### src/rtl/sqa_pipe_if.sv
// rtl/sqa_pipe_if.sv - stream handshake bundle for the sqa_pipe variance pipeline
//
// Purpose: groups the upstream beat (stan_dev_in/avg_in/valid_in/ready_out) and
// the downstream beat (var_out/avg_out/valid_out/ready_in/last_out/ovf_out).
// Ports (lane i occupies bits [i*DATA_WIDTH +: DATA_WIDTH]):
//   stan_dev_in  CHANNELS*DATA_WIDTH  signed standard deviation samples
//   avg_in       CHANNELS*DATA_WIDTH  signed mean, passed through
//   valid_in     1                    upstream beat valid
//   ready_out    1                    pipeline can accept a beat
//   var_out      CHANNELS*DATA_WIDTH  signed variance
//   avg_out      CHANNELS*DATA_WIDTH  mean aligned with var_out
//   valid_out    1                    output beat valid
//   ready_in     1                    downstream accepts beat
//   last_out     1                    final beat of a mini batch
//   ovf_out      CHANNELS             per-lane saturation flag
// modport slave is the pipeline side, modport master the producer/consumer side.
interface sqa_pipe_if #(
   parameter int DATA_WIDTH = 16,
   parameter int CHANNELS   = 4
);
   logic [CHANNELS*DATA_WIDTH-1:0] stan_dev_in;
   logic [CHANNELS*DATA_WIDTH-1:0] avg_in;
   logic                           valid_in;
   logic                           ready_out;
   logic [CHANNELS*DATA_WIDTH-1:0] var_out;
   logic [CHANNELS*DATA_WIDTH-1:0] avg_out;
   logic                           valid_out;
   logic                           ready_in;
   logic                           last_out;
   logic [CHANNELS-1:0]            ovf_out;

   modport slave (
      input  stan_dev_in, avg_in, valid_in, ready_in,
      output ready_out, var_out, avg_out, valid_out, last_out, ovf_out
   );

   modport master (
      output stan_dev_in, avg_in, valid_in, ready_in,
      input  ready_out, var_out, avg_out, valid_out, last_out, ovf_out
   );
endinterface

### src/rtl/sqa_pipe.sv
// rtl/sqa_pipe.sv - two-stage squaring pipeline turning standard deviation into variance
//
// Purpose: per lane var = round_half_up(s*s >> FRAC_BITS); avg rides alongside.
// S1 registers the full-width products, S2 the rounded results. Both stages
// advance together on en = !S2_valid || ready_in, so a stalled output freezes
// the whole pipe and ready_out drops only when S2 is occupied and blocked.
// A batch counter tags every MINI_BATCH-th output beat with last_out.
// Ports:
//   clk  rising-edge clock
//   rst  synchronous active-high reset
//   bus  sqa_pipe_if.slave handshake bundle (see rtl/sqa_pipe_if.sv)
// Configuration macro: SQA_PIPE_SAT_EN - saturate lane results above the
// signed maximum and flag ovf_out; when undefined results wrap and ovf_out is 0.
module sqa_pipe #(
   parameter  int DATA_WIDTH = 16,
   parameter  int CHANNELS   = 4,
   parameter  int FRAC_BITS  = 8,
   parameter  int MINI_BATCH = 64,
   localparam int ADDR_WIDTH = $clog2(MINI_BATCH)
) (
   input  logic      clk,
   input  logic      rst,
   sqa_pipe_if.slave bus
);
   localparam int PW = 2 * DATA_WIDTH;
   // half-LSB of the output format, zero when there is no fraction to drop
   localparam logic [PW:0] RND = (FRAC_BITS == 0) ? '0 :
                                 ((PW+1)'(1) << ((FRAC_BITS > 0) ? FRAC_BITS - 1 : 0));
`ifdef SQA_PIPE_SAT_EN
   localparam logic [PW:0]           MAXV    = (PW+1)'((64'd1 << (DATA_WIDTH - 1)) - 64'd1);
   localparam logic [DATA_WIDTH-1:0] MAX_RES = {1'b0, {(DATA_WIDTH-1){1'b1}}};
`endif

   logic                           w_en;
   logic                           w_xfer_out;
   logic                           w_last;
   logic [CHANNELS*PW-1:0]         w_prod;
   logic [CHANNELS*DATA_WIDTH-1:0] w_res;
   logic [CHANNELS-1:0]            w_ovf;

   logic                           r_s1_valid;
   logic [CHANNELS*PW-1:0]         r_s1_prod;
   logic [CHANNELS*DATA_WIDTH-1:0] r_s1_avg;
   logic                           r_s2_valid;
   logic [CHANNELS*DATA_WIDTH-1:0] r_s2_var;
   logic [CHANNELS*DATA_WIDTH-1:0] r_s2_avg;
   logic [CHANNELS-1:0]            r_s2_ovf;
   logic [ADDR_WIDTH-1:0]          r_cnt;

   for (genvar g = 0; g < CHANNELS; g++) begin : g_lane
      logic signed [PW-1:0] w_sx;
      logic [PW:0]          w_sum;

      // sign-extend before squaring; the square of any DATA_WIDTH signed value
      // fits in PW bits and is never negative, so the low PW bits are exact
      assign w_sx = PW'($signed(bus.stan_dev_in[g*DATA_WIDTH +: DATA_WIDTH]));
      assign w_prod[g*PW +: PW] = w_sx * w_sx;

      // one spare bit keeps the rounding add from carrying out
      assign w_sum = {1'b0, r_s1_prod[g*PW +: PW]} + RND;
`ifdef SQA_PIPE_SAT_EN
      logic [PW:0] w_r;
      assign w_r      = w_sum >> FRAC_BITS;
      assign w_ovf[g] = (w_r > MAXV);
      assign w_res[g*DATA_WIDTH +: DATA_WIDTH] = w_ovf[g] ? MAX_RES : w_r[DATA_WIDTH-1:0];
`else
      assign w_ovf[g] = 1'b0;
      assign w_res[g*DATA_WIDTH +: DATA_WIDTH] = DATA_WIDTH'(w_sum >> FRAC_BITS);
`endif
   end

   assign w_en       = !r_s2_valid || bus.ready_in;
   assign w_xfer_out = r_s2_valid && bus.ready_in;
   assign w_last     = r_s2_valid && (r_cnt == ADDR_WIDTH'(MINI_BATCH - 1));

   assign bus.ready_out = w_en;
   assign bus.valid_out = r_s2_valid;
   assign bus.last_out  = w_last;
   assign bus.var_out   = r_s2_valid ? r_s2_var : '0;
   assign bus.avg_out   = r_s2_valid ? r_s2_avg : '0;
   assign bus.ovf_out   = r_s2_valid ? r_s2_ovf : '0;

   always_ff @(posedge clk) begin
      if (rst) begin
         r_s1_valid <= 1'b0;
         r_s1_prod  <= '0;
         r_s1_avg   <= '0;
         r_s2_valid <= 1'b0;
         r_s2_var   <= '0;
         r_s2_avg   <= '0;
         r_s2_ovf   <= '0;
         r_cnt      <= '0;
      end else begin
         if (w_en) begin
            r_s1_valid <= bus.valid_in;
            if (bus.valid_in) begin
               r_s1_prod <= w_prod;
               r_s1_avg  <= bus.avg_in;
            end
            r_s2_valid <= r_s1_valid;
            if (r_s1_valid) begin
               r_s2_var <= w_res;
               r_s2_avg <= r_s1_avg;
               r_s2_ovf <= w_ovf;
            end
         end
         if (w_xfer_out) begin
            r_cnt <= w_last ? '0 : r_cnt + 1'b1;
         end
      end
   end
endmodule

### src/flat_wrapper.sv
// flat-port wrapper written by rule: the top's interface ports become plain ports
module sqa_pipe_flat 
#(
   parameter  int DATA_WIDTH = 16,
   parameter  int CHANNELS   = 4,
   parameter  int FRAC_BITS  = 8,
   parameter  int MINI_BATCH = 64,
   localparam int ADDR_WIDTH = $clog2(MINI_BATCH)
)
  (clk, rst, bus_stan_dev_in, bus_avg_in, bus_valid_in, bus_ready_in, bus_ready_out, bus_var_out, bus_avg_out, bus_valid_out, bus_last_out, bus_ovf_out);
  sqa_pipe_if #(.DATA_WIDTH(DATA_WIDTH), .CHANNELS(CHANNELS)) bus_i ();
  input  logic clk;
  input  logic rst;
  input wire logic [$bits(bus_i.stan_dev_in)-1:0] bus_stan_dev_in;
  input wire logic [$bits(bus_i.avg_in)-1:0] bus_avg_in;
  input wire logic [$bits(bus_i.valid_in)-1:0] bus_valid_in;
  input wire logic [$bits(bus_i.ready_in)-1:0] bus_ready_in;
  output wire logic [$bits(bus_i.ready_out)-1:0] bus_ready_out;
  output wire logic [$bits(bus_i.var_out)-1:0] bus_var_out;
  output wire logic [$bits(bus_i.avg_out)-1:0] bus_avg_out;
  output wire logic [$bits(bus_i.valid_out)-1:0] bus_valid_out;
  output wire logic [$bits(bus_i.last_out)-1:0] bus_last_out;
  output wire logic [$bits(bus_i.ovf_out)-1:0] bus_ovf_out;
  assign bus_i.stan_dev_in = bus_stan_dev_in;
  assign bus_i.avg_in = bus_avg_in;
  assign bus_i.valid_in = bus_valid_in;
  assign bus_i.ready_in = bus_ready_in;
  assign bus_ready_out = bus_i.ready_out;
  assign bus_var_out = bus_i.var_out;
  assign bus_avg_out = bus_i.avg_out;
  assign bus_valid_out = bus_i.valid_out;
  assign bus_last_out = bus_i.last_out;
  assign bus_ovf_out = bus_i.ovf_out;
  sqa_pipe #(.DATA_WIDTH(DATA_WIDTH), .CHANNELS(CHANNELS), .FRAC_BITS(FRAC_BITS), .MINI_BATCH(MINI_BATCH)) u_core (.clk(clk), .rst(rst), .bus(bus_i));
endmodule
### config.mk
export PLATFORM = sky130hd
export DESIGN_NAME = sqa_pipe_flat
export DESIGN_NICKNAME = d
export VERILOG_FILES = /design/src/rtl/sqa_pipe_if.sv /design/src/rtl/sqa_pipe.sv /design/src/flat_wrapper.sv
export SDC_FILE = /design/constraint.sdc
export NUM_CORES = 2
export LEC_CHECK = 0
export BUFFER_PORTS_ARGS = -buffer_cell sky130_fd_sc_hd__buf_2
export CAP_MARGIN = 5
export CORE_ASPECT_RATIO = 0.8
export CORE_MARGIN = 2
export CORE_UTILIZATION = 50
export DETAILED_ROUTE_END_ITERATION = 6
export GPL_TIMING_DRIVEN = 0
export HOLD_SLACK_MARGIN = 0.05
export PLACE_DENSITY_LB_ADDON = 0.15
export SLEW_MARGIN = 20
export SYNTH_ARGS = -nofsm -noshare
export SYNTH_HDL_FRONTEND = slang
export SYNTH_SLANG_ARGS = --single-unit
### constraint.sdc
create_clock -name clk -period 7.7 [get_ports clk]
set_input_delay 0 -clock clk [delete_from_list [all_inputs] [get_ports clk]]
set_output_delay 0 -clock clk [all_outputs]
set_load 0.005 [all_outputs]
-- Word-level counts from Yosys, hierarchy flattened
Index checks and enable logic that the tools add are counted.
- flip-flop bits (word level): 320
- bits of input ports: 132
- output and inout bits: 135
- word-level logic and storage cells: 26
- add/subtract/negate cells: 5
- multiply operators: 4
- eq/ne operators: 1
- muxes and demuxes: 3
- reduce and logical (&&, ||, !) cells: 6
- operators with widths (kind ; number):
    $mux 64 ; 2
    $add 24x8->24 const B ; 4
    $mul 16x16->32 ; 3
    $mul 16x16->24 ; 1
    $add 6x1->6 const B ; 1
    $eq 6x6->1 const B ; 1
    $mux 6 ; 1
    $reduce_and 2->1 ; 2
    $logic_and 1x1->1 ; 2
    $logic_not 1->1 ; 1
    $logic_or 1x1->1 ; 1

-- Depth between registers and ports, before layout
- depth after elaboration: 3
- mapped depth: 24
- gate-level depth less buffers: 23

-- Worst setup path before layout
Ideal clock, no wire load.
- kind: input -> register
- from: in bus_stan_dev_in[17]
- to: reg u_core.r_s1_prod[53]
- library setup time: 0.117 ns
- arrival time: 5.609 ns
- data required time: 7.583 ns
- path slack: 1.974 ns
- cell stages on the path: 21
- buffers on the path: 2
- path through: clkbuf_1 > clkbuf_1 > nand2_1 > fa_1 > fa_1 > fa_1 > inv_1 > fa_1 > fa_1 > inv_1 > fa_1 > inv_1 > ha_1 > a21oi_1 > a21oi_1 > a211oi_1 > a2bb2oi_2 > a311oi_1 > or2_4 > a211o_1 > a32o_1
- cells in the longest elaborated chain, start to end: 1
- RTL lines (element ; RTL line ; source):
    start: declaration ; flat_wrapper.sv:14 ; input wire logic [$bits(bus_i.stan_dev_in)-1:0] bus_stan_dev_in;
    $mul 16x16->32 ; sqa_pipe.sv:57 ; assign w_prod[g*PW +: PW] = w_sx * w_sx;
    end signal: assignment ; sqa_pipe.sv:97 ; r_s1_prod <= w_prod;
    end: declaration ; sqa_pipe.sv:42 ; logic [CHANNELS*PW-1:0] r_s1_prod;
Every way passes these cells.
A chain may end at the register's enable or synchronous reset.

-- Worst setup path after layout
- from: in bus_stan_dev_in[26]
- to: reg u_core.r_s1_prod[53]
The elaborated chain is that of the path after synthesis.

==> impl_metrics.tcl <==
set metrics [dict create \
    post-cts-setup-buffer-count 0 \
    seqPwrFrac_pct 9.4 \
    syn_inst 4327 \
    place_hpwl_microns 82000 \
    clock_skew_ns 0.0145 \
    p_clk_share_pct 7.9 \
    crit_start "bus_stan_dev_in[26]" \
    yosysWarnings 0 \
    clock_latency_ns 0.56 \
    worstSetupPathType "in2reg" \
    post-route-min-period_ns 6.07 \
    maxCapViolations 0 \
    cp.arrival_ns 6.53 \
    synth_top_area_cell "fa_1" \
    intPower_mw 9.15 \
    power_mw 18.7 \
    ctsRootBufferMaster "clkbuf_16" \
    num_rows 89 \
    ys_seq_area_share_pct 14.5 \
    clockBufferDepth 3 \
    leakage_nw 20.7 \
    grt_max_degree 15 \
    max_freq_ghz 0.165 \
    slowest_delay_ns 0.54 \
    min_path_type "in2reg" \
    comb_power_share_pct 82.7 \
    synth_most_common_cell "inv_1" \
    rsz0062_at_grt "no" \
    cp_max_fo 10 \
    routed_wl_microns 97100 \
    syn_area_sq_mm 0.0370 \
    area_growth_pct 11.2 \
    final-hold-violation-count 0 \
    min-delay-start "bus_valid_in" \
    synth_flop_cell "dfxtp_1" \
    synth_common_cells "inv_1, fa_1, nand2_1" \
    timing.rr.start "u_core.bus.valid_out" \
    sw_frac_of_total_pct 50.9 \
    drc_errors 0 \
    crit_buf_inv 6 \
    netlist.area_leader.share_pct 35.8 \
    power_switching_mw 9.51 \
    gp_congestion 0.928 \
    pin_count 267 \
    vias 28000 \
    dp_slack_ns 1.08 \
    path_clk_slew_ns 0.06 \
    fin_ws_ns 1.63 \
    ir_drop_mv 0.518 \
    period_share_pct 78.9 \
    drive_gt1_share_pct 7.13 \
    die_w_microns 308 \
    synthArstFlopShare_pct 0 \
    setup.worst_path.start_class "primary input" \
    synth_area_leaders "fa_1, dfxtp_1, inv_1, ha_1, nand2_1" \
    worstMarginPinSlew_ns 0.975 \
    slowest_stage "clkbuf_1" \
    fillers 6947 \
    portBuffers 254 \
    fin_tns_setup_ns 0 \
    setup_viol 0 \
    wire_per_inst_microns 17.2 \
    numCtsBuffers 29 \
    outcome "completed" \
    endpoint_kind "register" \
    final_nets 5776 \
    dieArea_sq_mm 0.0762 \
    core_sq_mm 0.0735 \
    required_ns 8.15 \
    cp_top_family "adder cells" \
    firstDrtPassIters 5 \
    critPathMostFrequentCell "fa_1" \
    grt_pass1_wl_microns 156000 \
    start_util_pct 50.4 \
    clock-sinks 268 \
    ys_types 66 \
    maxSlewHeadroom_pct 35.0 \
    slew_violations 0 \
    path_cells "clkbuf_1, inv_1, nor2_1, inv_1, fa_1, inv_1, fa_1, fa_1, inv_1, fa_1, fa_1, fa_1, inv_1, ha_1, a21oi_1, a21oi_1, a211oi_1, a2bb2oi_2, a311oi_1, or2_4, a211o_1, a32o_1" \
    p_per_area_mw_per_mm2 454 \
    antenna_found_initial 4 \
    die_h_microns 247 \
    viasPerCell 4.95 \
    overflow 0 \
    initialDrtViolationCount 1543 \
    grt_pass1_vias 28900 \
    ant_nets 0 \
    yosys_register_bits 268 \
    synth_edf_count 0 \
    grtUsageTotal_pct 26.3 \
    tritoncts "built" \
    htree_levels 1 \
    synth_area_per_cell_sq_um 8.55 \
]
[layout make-up]
cell class | instances | area (sq um) | area share [%]
well taps | 955 | 1190 | 2.90
clock buffers | 35 | 778 | 1.89
clock inverters | 17 | 223 | 0.541
multi-input cells | 2812 | 26900 | 65.5
repair buffers | 319 | 1920 | 4.67
inverters | 1072 | 4020 | 9.78
plain buffers | 178 | 683 | 1.66
flip-flops and latches | 268 | 5370 | 13.0
diodes | 1 | 2.50 | 0.00608
[registers in the layout (all words and copies together) (netlist names)]
name                  flops
u_core.r_s2_var          64
u_core.bus.valid_out      1
u_core.r_s1_valid         1
u_core.r_s2_avg          64
u_core.r_s1_avg          64
u_core.r_s1_prod         68
u_core.r_cnt              6
[per-layer routing]
metal  wire length (microns)  track usage, %  vias to the layer above
li1                        -               -                    13500
met1                   44900            37.9                    13500
met2                   43100            41.7                      793
met3                    6540            3.78                      119
met4                    2590            6.64                        2
met5                      13               0                        -
[metrics by stage]
stage                     utilization, %  hold slack, ns  instances  instance area, sq um
after floorplan                        -           0.136       4330                 37000
after global placement              53.7           0.245       5539                 39500
after detailed placement            53.7           0.245       5539                 39500
after CTS                           56.0           0.146       5656                 41100
after global routing                56.0           0.173       5656                 41100
final                               56.0           0.166       5657                 41100
[worst min-delay path, stage by stage]
cell and delay (ns):
buf_2 0.11, nand2_1 0.31, or3_1 0.20, a21oi_1 0.06
[timing repair]
item | 4_1_cts | 5_1_grt
hold endpoints to repair | 69 | 0
setup endpoints to repair | 0 | 0
hold buffers | 65 | 0
resized for setup | 0 | 0
[cells by family (layout without fill, tap and decap cells)]
| logic type | after synthesis | in the layout | synth area share (%) |
|---|---|---|---|
| and+or+nand+nor | 1254 | 1254 | 15.6 |
| buffers and inverters | 1250 | 1621 | 12.7 |
| adders and majority gates | 964 | 964 | 46.0 |
| AOI/OAI and AO/OA | 405 | 405 | 6.76 |
| DFF | 268 | 268 | 14.5 |
| xor gates and xnor gates | 185 | 185 | 4.38 |
| other | 1 | 5 | 0.0101 |
[power groups by stage]
stage	Sequential, mW	Clock, mW	Combinational, mW
after floorplan	1.73	0	11.8
after global placement	1.77	0	15.3
after detailed placement	1.78	0	15.5
after CTS	1.75	1.49	15.6
after global routing	1.78	1.55	17.8
final	1.75	1.47	15.4
[worst paths after layout]
check	to	slack, ns	cells after the start
setup / recovery	u_core.r_s1_prod[53]	1.63	22
hold / removal	u_core.r_s1_prod[51]	0.17	4
setup reg to reg	u_core.r_s1_avg[60]	4.71	8
hold reg to reg	u_core.r_s2_avg[32]	0.44	2
[placed cells by master, fill, tap and decap left out, drive strengths merged, types with 44 or more instances in the layout]
master       count
inv           1071
fa             662
nand2          631
ha             302
and2           275
buf            269
dfxtp          268
a21oi          218
clkbuf         198
nor2           178
xnor2          103
xor2            82
dlygate4sd3     65
a211oi          54
nand3           48
o21ai           44
No activity file was read; power rests on OpenSTA's default activity.
